File: src/rtl/commit_trace_buffer.sv
// commit_trace_buffer
// Retirement-side trace capture. Each retiring slot is classified as
// REG / STORE / HALT / NOP, tagged with an instruction number and queued
// in a show-ahead FIFO that a trace sink drains with rec_valid/rec_ready.
// Also keeps cycle/instruction counters, a cycle watchdog and drop stats.
//
// Ports:
//   clk, rst                      clock, synchronous active-high reset
//   commit_valid, commit_pc       retirement slot and its PC
//   wb_regwrite, wb_reg_rd, wb_data   MEM/WB register write
//   mem_read, mem_write, mem_addr, mem_wdata   memory-stage info
//   hlt                           HLT has reached retirement
//   rec_ready / rec_valid         sink handshake
//   rec_kind, rec_load, rec_inum, rec_pc, rec_reg, rec_a, rec_b   head record
//   cycle_count, inst_count, drop_count   statistics
//   overflow, halted, timeout     sticky status flags
module commit_trace_buffer #(
  parameter int          DEPTH      = 16,
  parameter logic [31:0] MAX_CYCLES = 32'd100000
) (
  input  logic        clk,
  input  logic        rst,
  input  logic        commit_valid,
  input  logic [15:0] commit_pc,
  input  logic        wb_regwrite,
  input  logic [3:0]  wb_reg_rd,
  input  logic [15:0] wb_data,
  input  logic        mem_read,
  input  logic        mem_write,
  input  logic [15:0] mem_addr,
  input  logic [15:0] mem_wdata,
  input  logic        hlt,
  input  logic        rec_ready,
  output logic        rec_valid,
  output logic [1:0]  rec_kind,
  output logic        rec_load,
  output logic [15:0] rec_inum,
  output logic [15:0] rec_pc,
  output logic [3:0]  rec_reg,
  output logic [15:0] rec_a,
  output logic [15:0] rec_b,
  output logic [31:0] cycle_count,
  output logic [31:0] inst_count,
  output logic [15:0] drop_count,
  output logic        overflow,
  output logic        halted,
  output logic        timeout
);
  localparam int AW = $clog2(DEPTH);

  localparam logic [1:0] KIND_NOP   = 2'b00;
  localparam logic [1:0] KIND_REG   = 2'b01;
  localparam logic [1:0] KIND_STORE = 2'b10;
  localparam logic [1:0] KIND_HALT  = 2'b11;

  typedef struct packed {
    logic [1:0]  kind;
    logic        load;
    logic [15:0] inum;
    logic [15:0] pc;
    logic [3:0]  rd;
    logic [15:0] a;
    logic [15:0] b;
  } rec_t;

  rec_t        mem_q [DEPTH];
  logic [AW:0] wptr_q, wptr_d, rptr_q, rptr_d;
  logic [31:0] cycle_q, cycle_d, inst_q, inst_d;
  logic [15:0] drop_q, drop_d;
  logic        ovf_q, ovf_d, halt_q, halt_d, to_q, to_d;

  logic active, empty, full, pop, commit, push, drop;
  rec_t new_rec, head;

  assign active = ~halt_q & ~to_q;
  assign empty  = (wptr_q == rptr_q);
  // Extra pointer bit distinguishes full from empty when the indices match.
  assign full   = (wptr_q[AW] != rptr_q[AW]) && (wptr_q[AW-1:0] == rptr_q[AW-1:0]);
  assign pop    = ~empty & rec_ready;
  assign commit = active & commit_valid;
  // A pop at the same edge frees the slot being written, so full+pop still pushes.
  assign push   = commit & (~full | pop);
  assign drop   = commit & full & ~pop;

  // Record classification: regwrite beats hlt beats store.
  always_comb begin
    new_rec      = '0;
    new_rec.pc   = commit_pc;
    new_rec.inum = inst_q[15:0];
    if (wb_regwrite) begin
      new_rec.kind = KIND_REG;
      new_rec.load = mem_read;
      new_rec.rd   = wb_reg_rd;
      new_rec.a    = wb_data;
      new_rec.b    = mem_read ? mem_addr : 16'h0;
    end else if (hlt) begin
      new_rec.kind = KIND_HALT;
    end else if (mem_write) begin
      new_rec.kind = KIND_STORE;
      new_rec.a    = mem_addr;
      new_rec.b    = mem_wdata;
    end else begin
      new_rec.kind = KIND_NOP;
    end
  end

  always_comb begin
    wptr_d  = push ? wptr_q + 1'b1 : wptr_q;
    rptr_d  = pop  ? rptr_q + 1'b1 : rptr_q;
    cycle_d = active ? cycle_q + 32'd1 : cycle_q;
    inst_d  = commit ? inst_q + 32'd1 : inst_q;
    drop_d  = (drop && drop_q != 16'hFFFF) ? drop_q + 16'd1 : drop_q;
    ovf_d   = ovf_q | drop;
    halt_d  = halt_q | (commit && new_rec.kind == KIND_HALT);
    // Timeout lands on the same edge the counter reaches MAX_CYCLES.
    to_d    = to_q | (active && cycle_q == MAX_CYCLES - 32'd1);
  end

  always_ff @(posedge clk) begin
    if (rst) begin
      wptr_q  <= '0;
      rptr_q  <= '0;
      cycle_q <= '0;
      inst_q  <= '0;
      drop_q  <= '0;
      ovf_q   <= 1'b0;
      halt_q  <= 1'b0;
      to_q    <= 1'b0;
    end else begin
      wptr_q  <= wptr_d;
      rptr_q  <= rptr_d;
      cycle_q <= cycle_d;
      inst_q  <= inst_d;
      drop_q  <= drop_d;
      ovf_q   <= ovf_d;
      halt_q  <= halt_d;
      to_q    <= to_d;
    end
  end

  // Storage needs no reset: the head is masked to zero while empty.
  always_ff @(posedge clk) begin
    if (!rst && push) mem_q[wptr_q[AW-1:0]] <= new_rec;
  end

  assign head = empty ? '0 : mem_q[rptr_q[AW-1:0]];

  assign rec_valid   = ~empty;
  assign rec_kind    = head.kind;
  assign rec_load    = head.load;
  assign rec_inum    = head.inum;
  assign rec_pc      = head.pc;
  assign rec_reg     = head.rd;
  assign rec_a       = head.a;
  assign rec_b       = head.b;
  assign cycle_count = cycle_q;
  assign inst_count  = inst_q;
  assign drop_count  = drop_q;
  assign overflow    = ovf_q;
  assign halted      = halt_q;
  assign timeout     = to_q;
endmodule

File: config.mk
export PLATFORM = sky130hd
export DESIGN_NAME = commit_trace_buffer
export DESIGN_NICKNAME = d
export VERILOG_FILES = /design/src/rtl/commit_trace_buffer.sv
export SDC_FILE = /design/constraint.sdc
export NUM_CORES = 1
export LEC_CHECK = 0
export ABC_AREA = 1
export CAP_MARGIN = 25
export CORE_AREA = 2 2 338 340
export CTS_BUF_LIST = sky130_fd_sc_hd__clkbuf_16
export DETAILED_ROUTE_END_ITERATION = 12
export DIE_AREA = 0 0 340 342
export GPL_ROUTABILITY_DRIVEN = 0
export GPL_TIMING_DRIVEN = 0
export MAX_ROUTING_LAYER = met4
export PLACE_DENSITY = 0.72
export SETUP_SLACK_MARGIN = 0.4
export SYNTH_ARGS = -nofsm -noshare
export SYNTH_HDL_FRONTEND = slang
export SYNTH_SLANG_ARGS = --single-unit
File: constraint.sdc
create_clock -name clk -period 22.3 [get_ports clk]
set_input_delay 4.46 -clock clk [delete_from_list [all_inputs] [get_ports clk]]
set_output_delay 4.46 -clock clk [all_outputs]
set_load 0.03 [all_outputs]
# Word level (Yosys, flattened, before mapping)
# Memory sizes are Yosys's and may differ from the RTL's. A register that Yosys moved wholly into a read port is not among the register bits.
# Index checks and enable logic that the tools add are counted.
# classes
n_addsub,5
eq_ne,6
n_mux,14
bitwise_logic,15
reduce_logical,6
# ops
operator,count
32-bit two-way mux,3
71-bit two-way mux,1
"32-bit by 1-bit adder with 32-bit output, second input constant",2
"32-bit by 17-bit == test with 1-bit output, second input constant",1
"16-bit by 1-bit adder with 16-bit output, second input constant",1
16-bit two-way mux,1
"16-bit inequality test, second input constant",1
4-bit two-way mux,3
"5-bit by 1-bit adder with 5-bit output, second input constant",2
1-bit bitwise AND,6
2-bit two-way mux,3
5-bit == test,1
1-bit logical AND,5
1-bit inverter,5
4-bit == test,1
1-bit OR,4
1-bit two-way mux,3
"2-bit == test, second input constant",1
1-bit logical NOT,1
1-bit inequality test,1
# word_totals
reg_bits,93
ram_bits,1136
word_cells,55
n_memories,1
# memory_table
memory,depth,word_bits,read_ports,rd_clocked_by_memory_dff,wr,line_no,rtl
mem_q,16,71,1,1,1,66,rec_t mem_q [DEPTH];

# Longest topological paths before layout
# logic_depth
depth_word,8
ltp_mapped,11

# Worst setup path before layout
# No wires, ideal clock.
# synth_timing
path_type,input-to-reg
start,input commit_valid
end,memory mem_q[3][0] (netlist name) (enable)
setup_time_ns,0.588
arrival_time_ns,9.865
path_slack_ns,11.847
cell_stages,6
cell_sequence,nand2_4 clkinv_2 nand2_2 nor2_1 inv_1 nor3_1
# synth_between
elab_chain_cells,5
# synth_lines
element,line_no,rtl
from (decl),23,"input logic commit_valid,"
1-bit bitwise AND,80,assign commit = active & commit_valid;
1-bit bitwise AND,82,assign push = commit & (~full | pop);
1-bit logical AND,143,if (!rst && push) mem_q[wptr_q[AW-1:0]] <= new_rec;
1-bit two-way mux,143,
1-bit two-way mux (not written as such),143,
to (decl),66,
# No other way between the ends.

==> flow_summary.yaml <==
outcome:
  outcome: "finished clean"
synth:
  syn_nets: 4306
  syn_avg_cell_area_um2: 11.9
  yosysTopAreaCellShare_pct: 67.8
  yosysTopAreaCell: "edfxtp_1"
  syn-instance-count: 4222
  synthTopCellsByArea: "edfxtp_1 68%, nor2_1 7.6%, o211ai_1 4.2%"
  synthDistinctLibCells: 39
  yosys_warnings: 0
  syn_area_mm2: 0.0503
  synth-edff-count: 1136
  synth-async-reset-ratio_pct: 0
  yosys-top-cells-count: "1136 x edfxtp_1, 1014 x nor2_1, 418 x o21ai_0"
  synth-seq-cells: 1233
  yosysMostFrequentCell: "edfxtp_1"
  ys_seq_area_share_pct: 71.6
  synth_flop_cell: "edfxtp_1"
setup_path:
  crit_type: "reg -> out"
  critical_path_peak_fanout: 10
  crit_end: "rec_load"
  r2r_cells: 10
  worst_ep_required_time_ns: 17.84
  worstSetupEndpointType: "primary output"
  regToRegSetupSlack_ns: 18.99
  cpPeakStageDelay_ns: 0.76
  worstPathArrival_ns: 4.79
  r2r-start: "timeout"
  path_cells: "inv_1 > buf_2 > clkbuf_1 > o21ai_0 > o211ai_1 > nand3_1 > a21oi_1 > clkdlybuf4s50_1"
  rr_endpoint: "mem_q[8][41]"
  crit_slowest_cell: "clkdlybuf4s50_1"
  worstSetupStartpointType: "flop"
power:
  combPwrFrac_pct: 16.4
  p_sw_share_pct: 27.5
  power.total_mw: 5.42
  seq_power_share_pct: 47.0
  clockPowerShare_pct: 36.5
  power_density_mw_per_mm2: 90.2
  ir_worst_vdd_v: 0.0000735
  switching_power_mw: 1.49
  power_leakage_nw: 20.1
  power.internal_mw: 3.93
drt:
  first_pass_iters: 5
  wl_per_cell_um: 24.6
  drt_wl_total_mm: 154
  remaining_drc_errors: 0
  drtAntennaViolNets: 0
  vias_per_cell: 5.87
  vias: 36800
  drt_iter0_drc: 4883
sta:
  max_freq_ghz: 0.108
  skew_ns: 0.0342
  rsz0062_at_grt: "no"
  finalCritPeriodShare_pct: 41.5
  slew_violations: 0
  post-route-min-period_ns: 9.25
  finalSetupViolations: 0
  whs_ns: 0.483
  final_hold_viol_count: 0
  tightestPinTransition_ns: 1.08
  setup_tns_ns: 0
  slew_headroom_pct: 27.8
clocking:
  cts_buffers: 117
  cts_tree: "done"
  root_buffer: "clkbuf_16"
  clkTransAtPathRegs_ns: 0.06
  cts_sinks: 1233
  clock_path_buffers: 3
  clk_latency_ns: 0.71
  htreeDepth: 3
  ctsHoldBuffers: 0
  post-cts-setup-buffers: 0
  ctsResizeCount: 0
floorplanning:
  die_y_um: 342
  io_pins: 231
  core_mm2: 0.113
  die-area_mm2: 0.116
  initial_core_util_pct: 44.5
  fp.dieW_um: 340
  rows: 124
layout:
  fin_cells: 6280
  final_nets: 4757
  layout-drive-gt1-share_pct: 9.40
  area_growth_pct: 19.3
global_routing:
  met2_usage_pct: 41.9
  met1_usage_pct: 33.6
  antenna_found_initial: 1
  grt_usage_pct: 26.6
  grtUsageMet3_pct: 5.34
  grt_start_max_net_pins: 26
  grt-busiest-layer: "met2"
  gr-total-overflow: 0
  grt_pass1_vias: 35200
  grt_pass1_wl_mm: 224
run:
  maxCapViolations: 0
placement:
  port_buffers: 228
  dp_hpwl_mm: 104
  dp.cells: 6063
hold_path:
  hp-class: "reg -> reg"
## placed cells by master (no fill, tap or decap), types with 25 or more instances in the layout
cell             instances
dfxtp_1                 97
clkdlybuf4s50_1        228
nand3_1                191
o21ai_1                192
buf_4                   42
clkbuf_16              119
o21ai_0                416
clkbuf_1               132
buf_2                   69
nand4_1                 26
inv_1                  159
buf_12                  30
buf_1                   25
a21oi_1                122
o211ai_1               284
buf_6                   64
edfxtp_1              1136
nand2_1                224
nor2_1                1001
## metal layers
layer / part of all wire, % / vias up
li1: - / 16100
met1: 37 / 17800
met2: 47 / 2474
met3: 12 / 392
met4: 4.4 / 0
met5: 0 / -
## how the worst min path moves through the flow
stage                   start         to  cells past startpoint
floorplan           rptr_q[4]  rptr_q[4]                      2
global placement    rptr_q[4]  rptr_q[4]                      2
detailed placement  rptr_q[4]  rptr_q[4]                      2
CTS                 rptr_q[4]  rptr_q[4]                      2
global route        wptr_q[4]  wptr_q[4]                      2
finish              rptr_q[4]  rptr_q[4]                      2
## power by group through the flow
stage,sequential (mW),clock [mW],combinational (mW)
6_report,2.55,1.98,0.891
5_1_grt,2.55,2.07,0.943
4_1_cts,2.55,1.98,0.876
3_5_place_dp,2.60,0,0.869
3_3_place_gp,2.60,0,0.838
2_1_floorplan,2.60,0,0.492
## cells by family after synthesis
| logic type | after synthesis | share of synthesized area (%) |
|---|---|---|
| compound gates | 1049 | 12.0 |
| flops | 1233 | 71.6 |
| simple gates | 1508 | 12.1 |
| xor+xnor | 11 | 0.191 |
| fa+ha+maj | 8 | 0.199 |
| buf+inv | 413 | 3.87 |
## critical path, delay by kind of cell (launching register included)
kind	cells	cell delay (ns)
AO/OA/AOI/OAI	3	0.99
flip-flops	1	0.40
buffers and inverters	4	2.49
AND/OR/NAND/NOR	1	0.17
## sequential cells by signal, summed over array words and instances (netlist names), named ones only
signal       cells
cycle_count     32
drop_count      16
halted           1
inst_count      32
mem_q         1136
overflow         1
rptr_q           5
timeout          1
wptr_q           5
## area by class of cell
| cell class | count | area, um^2 |
|---|---|---|
| repair buffers | 332 | 3840 |
| clock buffers | 119 | 2980 |
| fillers | 9106 | 53000 |
| flip-flops and latches | 1233 | 36100 |
| multi-input cells | 2576 | 12500 |
| diodes | 1 | 2.50 |
| inverters | 135 | 508 |
| plain buffers | 278 | 1440 |
| well taps | 1512 | 1890 |
| clock inverters | 94 | 815 |
## per-stage QoR
stage               utilization, %  setup slack, ns  cell area (um^2)
global placement              48.2             5.76             54500
floorplan                        -            11.85             50300
finish                        53.1            13.05             60100
detailed placement            49.7            13.98             56200
CTS                           53.1            13.13             60000
global route                  53.1            12.98             60100
No activity file was read; power rests on OpenSTA's default activity.
